File: config.mk
export PLATFORM = sky130hd
export DESIGN_NAME = mrc_unit_flat
export DESIGN_NICKNAME = d
export VERILOG_FILES = /design/src/rtl/mrc_pkg.sv /design/src/rtl/mrc_if.sv /design/src/rtl/mrc_datapath.sv /design/src/rtl/mrc_unit.sv /design/src/flat_wrapper.sv
export SDC_FILE = /design/constraint.sdc
export NUM_CORES = 1
export LEC_CHECK = 0
export CORE_UTILIZATION = 44
export DETAILED_ROUTE_END_ITERATION = 10
export DONT_BUFFER_PORTS = 1
export PLACE_DENSITY_LB_ADDON = 0.1
export SYNTH_ARGS = -nofsm -noshare
export SYNTH_HDL_FRONTEND = slang
export SYNTH_HIERARCHICAL = 1
export SYNTH_SLANG_ARGS = --single-unit
File: constraint.sdc
create_clock -name clk -period 5.74 [get_ports clk]
set_input_delay 0.287 -clock clk [delete_from_list [all_inputs] [get_ports clk]]
set_output_delay 0.287 -clock clk [all_outputs]
set_load 0.02 [all_outputs]
File: src/rtl/mrc_pkg.sv
// Shared op codes and FSM state type for the multiply/divide/sqrt unit.
package mrc_pkg;

  localparam logic [1:0] OP_MUL  = 2'b00;
  localparam logic [1:0] OP_DIV  = 2'b01;
  localparam logic [1:0] OP_SQRT = 2'b10;
  localparam logic [1:0] OP_RSVD = 2'b11;

  typedef enum logic [2:0] {
    StIdle,
    StLoadX,
    StLoadY,
    StCompute,
    StDone
  } state_e;

endpackage

File: src/rtl/mrc_if.sv
// Operand/result handshake bundle between a controller (master) and mrc_unit (slave).
interface mrc_if #(
  parameter int unsigned WORD_LENGTH = 16
) ();
  logic                       start;
  logic                       load;
  logic [WORD_LENGTH-1:0]     Data;
  logic [1:0]                 op;
  logic                       ready;
  logic [2*WORD_LENGTH-1:0]   Result;
  logic                       x;
  logic                       y;
  logic                       error;

  modport master (
    output start, load, Data, op,
    input  ready, Result, x, y, error
  );

  modport slave (
    input  start, load, Data, op,
    output ready, Result, x, y, error
  );
endinterface

File: src/rtl/mrc_datapath.sv
// Operand, accumulator and counter registers with one iteration step per cycle.
// The sqrt step exists only when MRC_SQRT_EN is defined.
module mrc_datapath
  import mrc_pkg::*;
#(
  parameter int unsigned WordLength = 16
) (
  input  logic                      clk_i,
  input  logic                      reset_i,
  input  logic                      ld_x_i,
  input  logic                      ld_y_i,
  input  logic                      step_i,
  input  logic                      clr_res_i,
  input  logic [1:0]                op_i,
  input  logic [WordLength-1:0]     data_i,
  output logic                      last_o,
  output logic [2*WordLength-1:0]   result_o
);
  localparam int unsigned W    = WordLength;
  localparam int unsigned CntW = $clog2(W + 1);

  logic [W-1:0]    x_q, x_d, y_q, y_d;
  logic [2*W-1:0]  acc_q, acc_d, res_q, res_d;
  logic [CntW-1:0] cnt_q, cnt_d;
  logic            xneg_q, xneg_d, neg_q, neg_d;

  logic [W-1:0]    data_mag, step_root, quo, rem;
  logic [W:0]      mul_sum, div_trial;
  logic [2*W-1:0]  step_acc, fin_res;
`ifdef MRC_SQRT_EN
  logic [W-1:0]    sq_rem, sq_trial;
  logic            sq_ge;
`endif

  assign data_mag = data_i[W-1] ? (~data_i + 1'b1) : data_i;
  assign last_o   = (cnt_q == CntW'(1));
  assign result_o = res_q;

  // acc holds {high, low}: mul {partial, multiplier}, div {remainder, quotient},
  // sqrt {remainder, radicand bits still to consume}; y_q is the sqrt root.
  always_comb begin : step_logic
    mul_sum   = {1'b0, acc_q[2*W-1:W]} + (acc_q[0] ? {1'b0, x_q} : '0);
    div_trial = acc_q[2*W-1:W-1] - {1'b0, y_q};
    step_acc  = acc_q;
    step_root = y_q;
    fin_res   = '0;
    quo       = '0;
    rem       = '0;
`ifdef MRC_SQRT_EN
    sq_rem   = {acc_q[2*W-3:W], acc_q[W-1:W-2]};
    sq_trial = {y_q[W-3:0], 2'b01};
    sq_ge    = (sq_rem >= sq_trial);
`endif
    case (op_i)
      OP_MUL: begin
        step_acc = {mul_sum, acc_q[W-1:1]};
        fin_res  = neg_q ? (~step_acc + 1'b1) : step_acc;
      end
      OP_DIV: begin
        step_acc = div_trial[W] ? {acc_q[2*W-2:0], 1'b0}
                                : {div_trial[W-1:0], acc_q[W-2:0], 1'b1};
        quo      = neg_q  ? (~step_acc[W-1:0] + 1'b1)   : step_acc[W-1:0];
        rem      = xneg_q ? (~step_acc[2*W-1:W] + 1'b1) : step_acc[2*W-1:W];
        fin_res  = {rem, quo};
      end
`ifdef MRC_SQRT_EN
      OP_SQRT: begin
        step_acc  = {(sq_ge ? sq_rem - sq_trial : sq_rem), acc_q[W-3:0], 2'b00};
        step_root = {y_q[W-2:0], sq_ge};
        fin_res   = {step_acc[2*W-1:W], step_root};
      end
`endif
      default: ;
    endcase
  end

  always_comb begin : next_state
    x_d    = x_q;
    y_d    = y_q;
    acc_d  = acc_q;
    cnt_d  = cnt_q;
    xneg_d = xneg_q;
    neg_d  = neg_q;
    res_d  = res_q;
    if (ld_x_i) begin
      x_d    = data_mag;
      xneg_d = data_i[W-1];
      acc_d  = {{W{1'b0}}, data_i};
      y_d    = '0;
      cnt_d  = CntW'(W / 2);
    end else if (ld_y_i) begin
      y_d    = data_mag;
      neg_d  = xneg_q ^ data_i[W-1];
      cnt_d  = CntW'(W);
      acc_d  = {{W{1'b0}}, ((op_i == OP_MUL) ? data_mag : x_q)};
    end else if (step_i) begin
      acc_d = step_acc;
      y_d   = step_root;
      cnt_d = cnt_q - 1'b1;
      if (last_o) res_d = fin_res;
    end
    if (clr_res_i) res_d = '0;
  end

  always_ff @(posedge clk_i) begin
    if (reset_i) begin
      x_q    <= '0;
      y_q    <= '0;
      acc_q  <= '0;
      cnt_q  <= '0;
      xneg_q <= 1'b0;
      neg_q  <= 1'b0;
      res_q  <= '0;
    end else begin
      x_q    <= x_d;
      y_q    <= y_d;
      acc_q  <= acc_d;
      cnt_q  <= cnt_d;
      xneg_q <= xneg_d;
      neg_q  <= neg_d;
      res_q  <= res_d;
    end
  end

endmodule

File: src/rtl/mrc_unit.sv
// Sequential signed multiply / divide / integer sqrt unit with a load-X/load-Y handshake.
// Define MRC_SQRT_EN to include sqrt; otherwise op 10 is rejected like the reserved op.
module mrc_unit
  import mrc_pkg::*;
#(
  parameter int unsigned WORD_LENGTH = 16
) (
  input logic  clk,
  input logic  reset,
  mrc_if.slave bus
);
  localparam int unsigned W = WORD_LENGTH;
`ifdef MRC_SQRT_EN
  localparam bit SqrtEn = 1'b1;
`else
  localparam bit SqrtEn = 1'b0;
`endif

  state_e          state_q, state_d;
  logic [1:0]      op_q, op_d;
  logic            error_q, error_d;
  logic            x_err, y_err, last;
  logic            ld_x, ld_y, step, clr_res;
  logic            x_o, y_o, ready_o;
  logic [2*W-1:0]  result;

  // Errors detectable from the operand itself end the operation at the load edge.
  assign x_err = (bus.op == OP_RSVD) ||
                 ((bus.op == OP_SQRT) && (!SqrtEn || bus.Data[W-1]));
  assign y_err = (op_q == OP_DIV) && (bus.Data == '0);

  always_ff @(posedge clk) begin
    if (reset) begin
      state_q <= StIdle;
      op_q    <= '0;
      error_q <= 1'b0;
    end else begin
      state_q <= state_d;
      op_q    <= op_d;
      error_q <= error_d;
    end
  end

  always_comb begin : next_state
    state_d = state_q;
    op_d    = op_q;
    error_d = error_q;
    unique case (state_q)
      StIdle: if (bus.start) state_d = StLoadX;
      StLoadX: begin
        if (bus.load) begin
          op_d = bus.op;
          if (x_err) begin
            state_d = StDone;
            error_d = 1'b1;
          end else if (bus.op == OP_SQRT) begin
            state_d = StCompute;
          end else begin
            state_d = StLoadY;
          end
        end
      end
      StLoadY: begin
        if (bus.load) begin
          if (y_err) begin
            state_d = StDone;
            error_d = 1'b1;
          end else begin
            state_d = StCompute;
          end
        end
      end
      StCompute: if (last) state_d = StDone;
      StDone: begin
        if (bus.start) begin
          state_d = StLoadX;
          error_d = 1'b0;
        end
      end
      default: state_d = StIdle;
    endcase
  end

  always_comb begin : outputs
    ld_x    = 1'b0;
    ld_y    = 1'b0;
    step    = 1'b0;
    clr_res = 1'b0;
    x_o     = 1'b0;
    y_o     = 1'b0;
    ready_o = 1'b0;
    unique case (state_q)
      StLoadX: begin
        x_o     = 1'b1;
        ld_x    = bus.load && !x_err;
        clr_res = bus.load && x_err;
      end
      StLoadY: begin
        y_o     = 1'b1;
        ld_y    = bus.load && !y_err;
        clr_res = bus.load && y_err;
      end
      StCompute: step = 1'b1;
      StDone:    ready_o = 1'b1;
      default: ;
    endcase
  end

  assign bus.x      = x_o;
  assign bus.y      = y_o;
  assign bus.ready  = ready_o;
  assign bus.error  = error_q;
  assign bus.Result = result;

  mrc_datapath #(
    .WordLength (W)
  ) u_datapath (
    .clk_i     (clk),
    .reset_i   (reset),
    .ld_x_i    (ld_x),
    .ld_y_i    (ld_y),
    .step_i    (step),
    .clr_res_i (clr_res),
    .op_i      (op_q),
    .data_i    (bus.Data),
    .last_o    (last),
    .result_o  (result)
  );

endmodule

File: src/flat_wrapper.sv
// flat-port wrapper written by rule: the top's interface ports become plain ports
module mrc_unit_flat import mrc_pkg::*;
#(
  parameter int unsigned WORD_LENGTH = 16
)
  (clk, reset, bus_start, bus_load, bus_Data, bus_op, bus_ready, bus_Result, bus_x, bus_y, bus_error);
  mrc_if #(.WORD_LENGTH(WORD_LENGTH)) bus_i ();
  input logic clk;
  input logic reset;
  input wire logic [$bits(bus_i.start)-1:0] bus_start;
  input wire logic [$bits(bus_i.load)-1:0] bus_load;
  input wire logic [$bits(bus_i.Data)-1:0] bus_Data;
  input wire logic [$bits(bus_i.op)-1:0] bus_op;
  output wire logic [$bits(bus_i.ready)-1:0] bus_ready;
  output wire logic [$bits(bus_i.Result)-1:0] bus_Result;
  output wire logic [$bits(bus_i.x)-1:0] bus_x;
  output wire logic [$bits(bus_i.y)-1:0] bus_y;
  output wire logic [$bits(bus_i.error)-1:0] bus_error;
  assign bus_i.start = bus_start;
  assign bus_i.load = bus_load;
  assign bus_i.Data = bus_Data;
  assign bus_i.op = bus_op;
  assign bus_ready = bus_i.ready;
  assign bus_Result = bus_i.Result;
  assign bus_x = bus_i.x;
  assign bus_y = bus_i.y;
  assign bus_error = bus_i.error;
  mrc_unit #(.WORD_LENGTH(WORD_LENGTH)) u_core (.clk(clk), .reset(reset), .bus(bus_i));
endmodule
Word level (Yosys, flattened, before mapping)

Index checks and enable logic that the tools add are counted.

Register bits after elaboration: 109
Input bits: 22
Output and inout bits: 36
Logic and storage cells: 105

Add/subtract/negate cells: 7
Muxes and demuxes: 36
Reductions and logical operators: 27
Eq/ne operators: 15
Bitwise operators: 7

Operators by type and width:

| kind                  | number |
|---|---|
| $mux 16               | 8 |
| $pmux 32 s2           | 2 |
| $mux 32               | 2 |
| $add 16x1->16 const B | 3 |
| $not 16->16           | 3 |
| $add 32x1->32 const B | 1 |
| $not 32->32           | 1 |
| $mux 3                | 6 |
| $add 16x16->17        | 1 |
| $sub 17x16->17        | 1 |
| $logic_not 16->1      | 1 |
| $mux 1                | 12 |
| $pmux 3 s4            | 1 |
| $mux 5                | 2 |
| $ne 2x1->1 const B    | 4 |
| $reduce_and 2->1      | 4 |
| $reduce_and 4->1      | 2 |
| $eq 3x2->1 const B    | 2 |
| $ne 2x2->1 const B    | 3 |
| $reduce_and 6->1      | 1 |
| $reduce_bool 3->1     | 2 |
| $reduce_or 2->1       | 3 |
| $eq 5x1->1 const B    | 1 |
| $logic_and 1x1->1     | 5 |
| other kinds (17)      | 21 |

Logic depth before layout (Yosys ltp)

Depth after elaboration: 7
Depth in mapped cells: 22
Depth with buffers taken out: 20

Hierarchy

The synthesis kept the hierarchy.

Modules (own cells, without submodules):

| module       | cells an instance | times used | area each (um^2) |
|---|---|---|---|
| mrc_datapath | 1095              | 1          | 8219.1 |
| mrc_unit     | 62                | 1          | 506.7 |

Least setup slack after synthesis

OpenSTA, ideal clock, no wires.

Kind: flip-flop to flip-flop
Start point: register u_core.u_datapath.acc_q[15]
End point: register u_core.u_datapath.res_q[30] (netlist: u_core/u_datapath/result_o[30])
Period minus slack after synthesis: 4.384 ns
Stages on the path, launching flop included: 22
Slack: 1.356 ns
Required time: 5.653 ns
Buffers on the path: 2
Arrival time: 4.297 ns
Cells stage by stage: dfxtp_1 -> clkbuf_1 -> inv_1 -> ha_1 -> fa_1 -> nand2b_1 -> a211o_1 -> a211o_1 -> o211ai_2 -> a41oi_2 -> xnor2_2 -> inv_1 -> buf_4 -> a21oi_1 -> ha_1 -> inv_1 -> nor4b_2 -> mux2i_1 -> nor4_2 -> mux2i_1 -> a211oi_1 -> o31ai_1

Cells in the longest elaborated chain, start to end: 6

RTL lines:

| what                   | line                | text |
|---|---|---|
| from (decl)            | mrc_datapath.sv:23  | `logic [2*W-1:0] acc_q, acc_d, res_q, res_d;` |
| from (signal assigned) | mrc_datapath.sv:109 | `acc_q <= '0;` |
| from (signal assigned) | mrc_datapath.sv:117 | `acc_q <= acc_d;` |
| $sub 17x16->17         | mrc_datapath.sv:43  | `div_trial = acc_q[2*W-1:W-1] - {1'b0, y_q};` |
| $mux 32                | mrc_datapath.sv:60  | `step_acc = div_trial[W] ? {acc_q[2*W-2:0], 1'b0}` |
| $not 16->16            | mrc_datapath.sv:63  | `rem = xneg_q ? (~step_acc[2*W-1:W] + 1'b1) : step_acc[2*W-1:W];` |
| $add 16x1->16          | mrc_datapath.sv:63  |  |
| $mux 16                | mrc_datapath.sv:63  |  |
| $pmux 32 s2 (*)        | mrc_datapath.sv:54  | `case (op_i)` |
| to (signal assigned)   | mrc_datapath.sv:121 | `res_q <= res_d;` |
| to (decl)              | mrc_datapath.sv:23  |  |

Mark *: on every way between the ends. The rest lies on a longest branch, timed or not.
A chain may end at the register's enable or synchronous reset.

Worst setup path in the final report

Start point: register u_core.u_datapath.acc_q[15]
End point: register u_core.u_datapath.res_q[28] (netlist: u_core/u_datapath/result_o[28])

Same word-level chain as after synthesis.

==> parameters.txt <==
Parameter                              Value

Outcome
  Run status ... complete, no violations

STA
  Worst setup skew after layout ... roughly 9.4 ps
  Crit path setup slack, layout ... 720 ps
  Final-layout setup total negative slack ... 0 ps
  Number of pins with negative max-slew slack in the final report ... 0
  Unrepaired setup endpoints after global routing ... no
  Fmax ... about 200 MHz
  Worst Hold Margin ... around 32 ps
  Final setup vio count ... 0
  Period utilization ... 0.875
  Final worst path period need ... 5020 ps
  Remaining max-slew budget at the tightest pin ... 0.268
  Actual slew at the worst max-slew pin ... between 1000 and 1500 ps
  Final-report hold violation count ... 0

Clock network
  Number of buffers added by the clock tree synthesis step ... 9
  Buffers inserted by post-CTS timing repair ... 0
  Clock input transition at the sequential cells of the worst setup and hold paths ... 80 ps
  # H-tree levels ... 3
  Clock latency on the worst-skew pair ... 370 ps
  CTS max path bufs ... 2
  Clock tree from TritonCTS ... done
  Clock tree root buffer cell ... clkbuf_16
  Sink count of the clock tree ... between 100 and 150

Synthesis
  FFs w/ async S/R, synth ... 0
  Total of warnings raised by yosys ... 6
  Post-synthesis cell area ... roughly 8700 sq um
  Dominant register cell in the synthesized netlist ... dfxtp_1
  Portion of the post-synthesis area used by sequential elements ... 0.250
  Avg Synthesized Cell Area ... between 7 and 8 sq um
  Post-Syn Instances ... roughly 1200
  Number of storage elements in the synthesis netlist ... 109
  Number of flops mapped to enable cells by yosys ... 0
  Total nets after synthesis ... 1219
  Count of different cell masters after synthesis ... 88

Power
  Highest ir drop seen on vdd ... 164 uV
  Switching component of the power ... approximately 990 uW
  Total power per unit cell area ... ~280 nW/um^2
  Sequential group share of total power ... 0.335
  Switching Share ... 0.386
  Cell-internal power ... around 1.6 mW
  Share of total power in combinational logic ... 0.379
  Portion of total power attributed to the clock network ... 0.286
  Leakage power ... around 3.7 nW
  Post-route total power ... around 2.6 mW

Floorplan
  I/O pin count ... between 50 and 60
  Site Rows ... 51
  Std-Cell Core Area ... about 19000 sq um
  Effective utilization at floorplan ... 0.448
  Horiz. Die Dim ... between 100 and 150 um
  Die Y ... ~140 um
  DIE AREA ... approximately 20000 sq um

Placement
  Post-Place Cells ... between 1000 and 1500
  Weighted congestion at the end of routability-driven global placement ... just over 0.9
  Half-perimeter wire length after detailed placement ... about 21000 um
  IO buf count ... 0
  Placed cell area ... about 9000 sq um
  Worst slack at placement ... about 800 ps

Critical path
  Critical path required time ... 6030 ps
  Nature of the critical path endpoint ... register
  CP Launch Type ... register
  Endpoint of the lowest-slack register-to-register path ... u_core/u_datapath/result_o[28]
  Reg-to-reg setup timing slack ... between 700 and 800 ps
  Critical Setup Path Class ... register to register
  Worst Reg2Reg Path Length in Cells ... 19
  Maximum fanout count along the critical path ... 30
  Critical Path AT ... between 5000 and 6000 ps
  Beginning of the worst register-to-register path ... u_core/u_datapath/acc_q[15]

GRT
  Aggregate global routing overflow ... 0
  Vias in the first global route ... approximately 7800
  Antenna violations before repair ... 0
  Maximum number of pins on one net before global-route repair ... 68
  Global-route wire length before repair ... ~45000 um
  Total track usage ... 0.290

Routing
  Post-route DRC violation count ... 0
  Via Count ... approximately 8300
  Vias per inst ... between 6 and 7
  Per-cell routed wire length ... between 20 and 25 um
  Overall routed net length ... between 20000 and 30000 um
  Detailed Route Iter0 Violations ... roughly 860
  Number of optimization iterations in the first detailed-route pass ... 5
  Detail Route Antenna Nets ... 0

Worst hold path
  Number of cells on the worst hold path ... 1
  Class of the tightest hold or removal check ... input pin to register
  Endpoint of the worst hold path ... u_core/bus.error
  Startpoint of the most critical hold path ... reset

Cells and area
  Post-Layout Inst Area ... 9180 sq um
  Share of layout cells above drive strength 1 ... 0.0627
  Share of the core filled with cells in the final layout ... 0.472
  Most common cell after layout, fill and taps aside ... nor2_1
  Post-route insts no fill ... about 1400
  Highest-count cells in the layout ignoring fill and taps ... nor2_1, nand2_1, dfxtp_1
  Post-layout nets ... 1158
  Layout Area Growth over Synthesis ... 5.20%

Run
  Max-cap violations ... 0
per-layer routing:
layer  part of all wire  wire [um]  track usage
met5                  0          0            0
met4              0.018        520       0.0866
met3              0.067       1920       0.0426
met2               0.43      12400        0.444
met1               0.48      13700        0.418
repair_timing:
action	CTS	global route
hold buffers	2	0
endpoints found under the setup margin	0	0
resized for setup	0	0
endpoints found under the hold margin	39	0
cell type report:
class                   count  area (sq um)
multi-input cells         922          6050
well taps                 265           332
repair buffers             14           120
clock inverters             5          86.3
inverters                  40           150
diodes                      1          2.50
flip-flops and latches    109          2180
clock buffers              11           253
fillers                  1994         10300
state kept, by name, summed over array words and instances (netlist names):
name / count
u_core/op_q: 2
u_core/u_datapath/acc_q: 32
u_core/bus.error: 1
u_core/u_datapath/x_q: 16
u_core/u_datapath/xneg_q: 1
u_core/u_datapath/step_root: 16
u_core/u_datapath/result_o: 32
u_core/u_datapath/neg_q: 1
u_core/state_q: 3
u_core/u_datapath/cnt_q: 5
power by group through the flow:
stage          Combinational (mW)  Clock [mW]  Sequential, mW
2_1_floorplan               0.795           0           0.824
3_3_place_gp                0.950           0           0.876
3_5_place_dp                0.948           0           0.876
4_1_cts                     0.962       0.755           0.859
5_1_grt                      1.08       0.778           0.868
6_report                    0.975       0.736           0.861
worst max-delay path: stages, from the launching register on:
cell	delay, ps
dfxtp_1	520
inv_1	120
ha_1	240
fa_1	400
nand2b_1	180
a211o_1	310
a211o_1	280
o211ai_2	100
a41oi_2	220
xnor2_4	180
buf_4	390
mux2_2	410
ha_1	210
inv_1	140
nor4b_2	70
mux2i_1	390
o31ai_1	150
xor2_1	180
or3_1	310
a21oi_1	130
worst max path at each step:
stage	startpoint	endpoint	slack (ps)	cells past startpoint
finish	u_core/u_datapath/acc_q[15]	u_core/u_datapath/result_o[28]	720	19
global route	u_core/u_datapath/acc_q[15]	u_core/u_datapath/result_o[30]	280	20
CTS	u_core/u_datapath/acc_q[15]	u_core/u_datapath/result_o[28]	750	19
detailed placement	u_core/u_datapath/acc_q[15]	u_core/u_datapath/result_o[28]	790	19
global placement	u_core/u_datapath/acc_q[15]	u_core/u_datapath/result_o[28]	880	19
floorplan	u_core/u_datapath/acc_q[15]	u_core/u_datapath/result_o[30]	1360	21
cell families after synthesis:
group / share of synthesized area
AO/OA/AOI/OAI: 0.266
XOR/XNOR: 0.0902
adder cells (fa/ha/maj): 0.0591
buffers and inverters: 0.0589
flip-flops: 0.250
multiplexers: 0.0510
AND/OR/NAND/NOR: 0.225
synthesized netlist by cell type (3+ instances only):
cell	instances	area (sq um)
ha_1	38	475
nor4b_1	5	43.8
clkbuf_1	68	255
a221oi_1	16	140
nand3_1	14	70.1
a311oi_1	6	52.6
and3_1	8	50.1
nor2b_1	7	43.8
mux2_2	6	67.6
buf_2	5	25.0
a211o_1	4	35.0
a22o_1	5	43.8
a21oi_1	80	400
nor2_1	137	514
dfxtp_1	109	2180
a31oi_1	11	68.8
nand2_1	118	443
o22ai_1	22	138
inv_1	40	150
o211ai_1	9	67.6
o31ai_1	16	120
or2_2	5	31.3
o21a_1	4	30.0
xnor2_1	49	429
o2111ai_1	3	26.3
buf_4	6	45.0
a211oi_1	44	330
a2111oi_0	5	43.8
nor3_1	29	145
nor4_1	11	68.8
buf_1	5	18.8
nand2b_1	10	62.6
o21ai_0	57	285
a221o_1	3	30.0
a21o_1	18	135
o21ai_1	5	25.0
xor2_1	39	342
mux2i_1	30	300
a22oi_1	12	90.1
o41ai_1	3	26.3
and2_1	24	150
or4_1	5	37.5
or3_1	10	62.6
nand3b_1	3	22.5
Note: power is estimated with default switching activity, not from simulation.
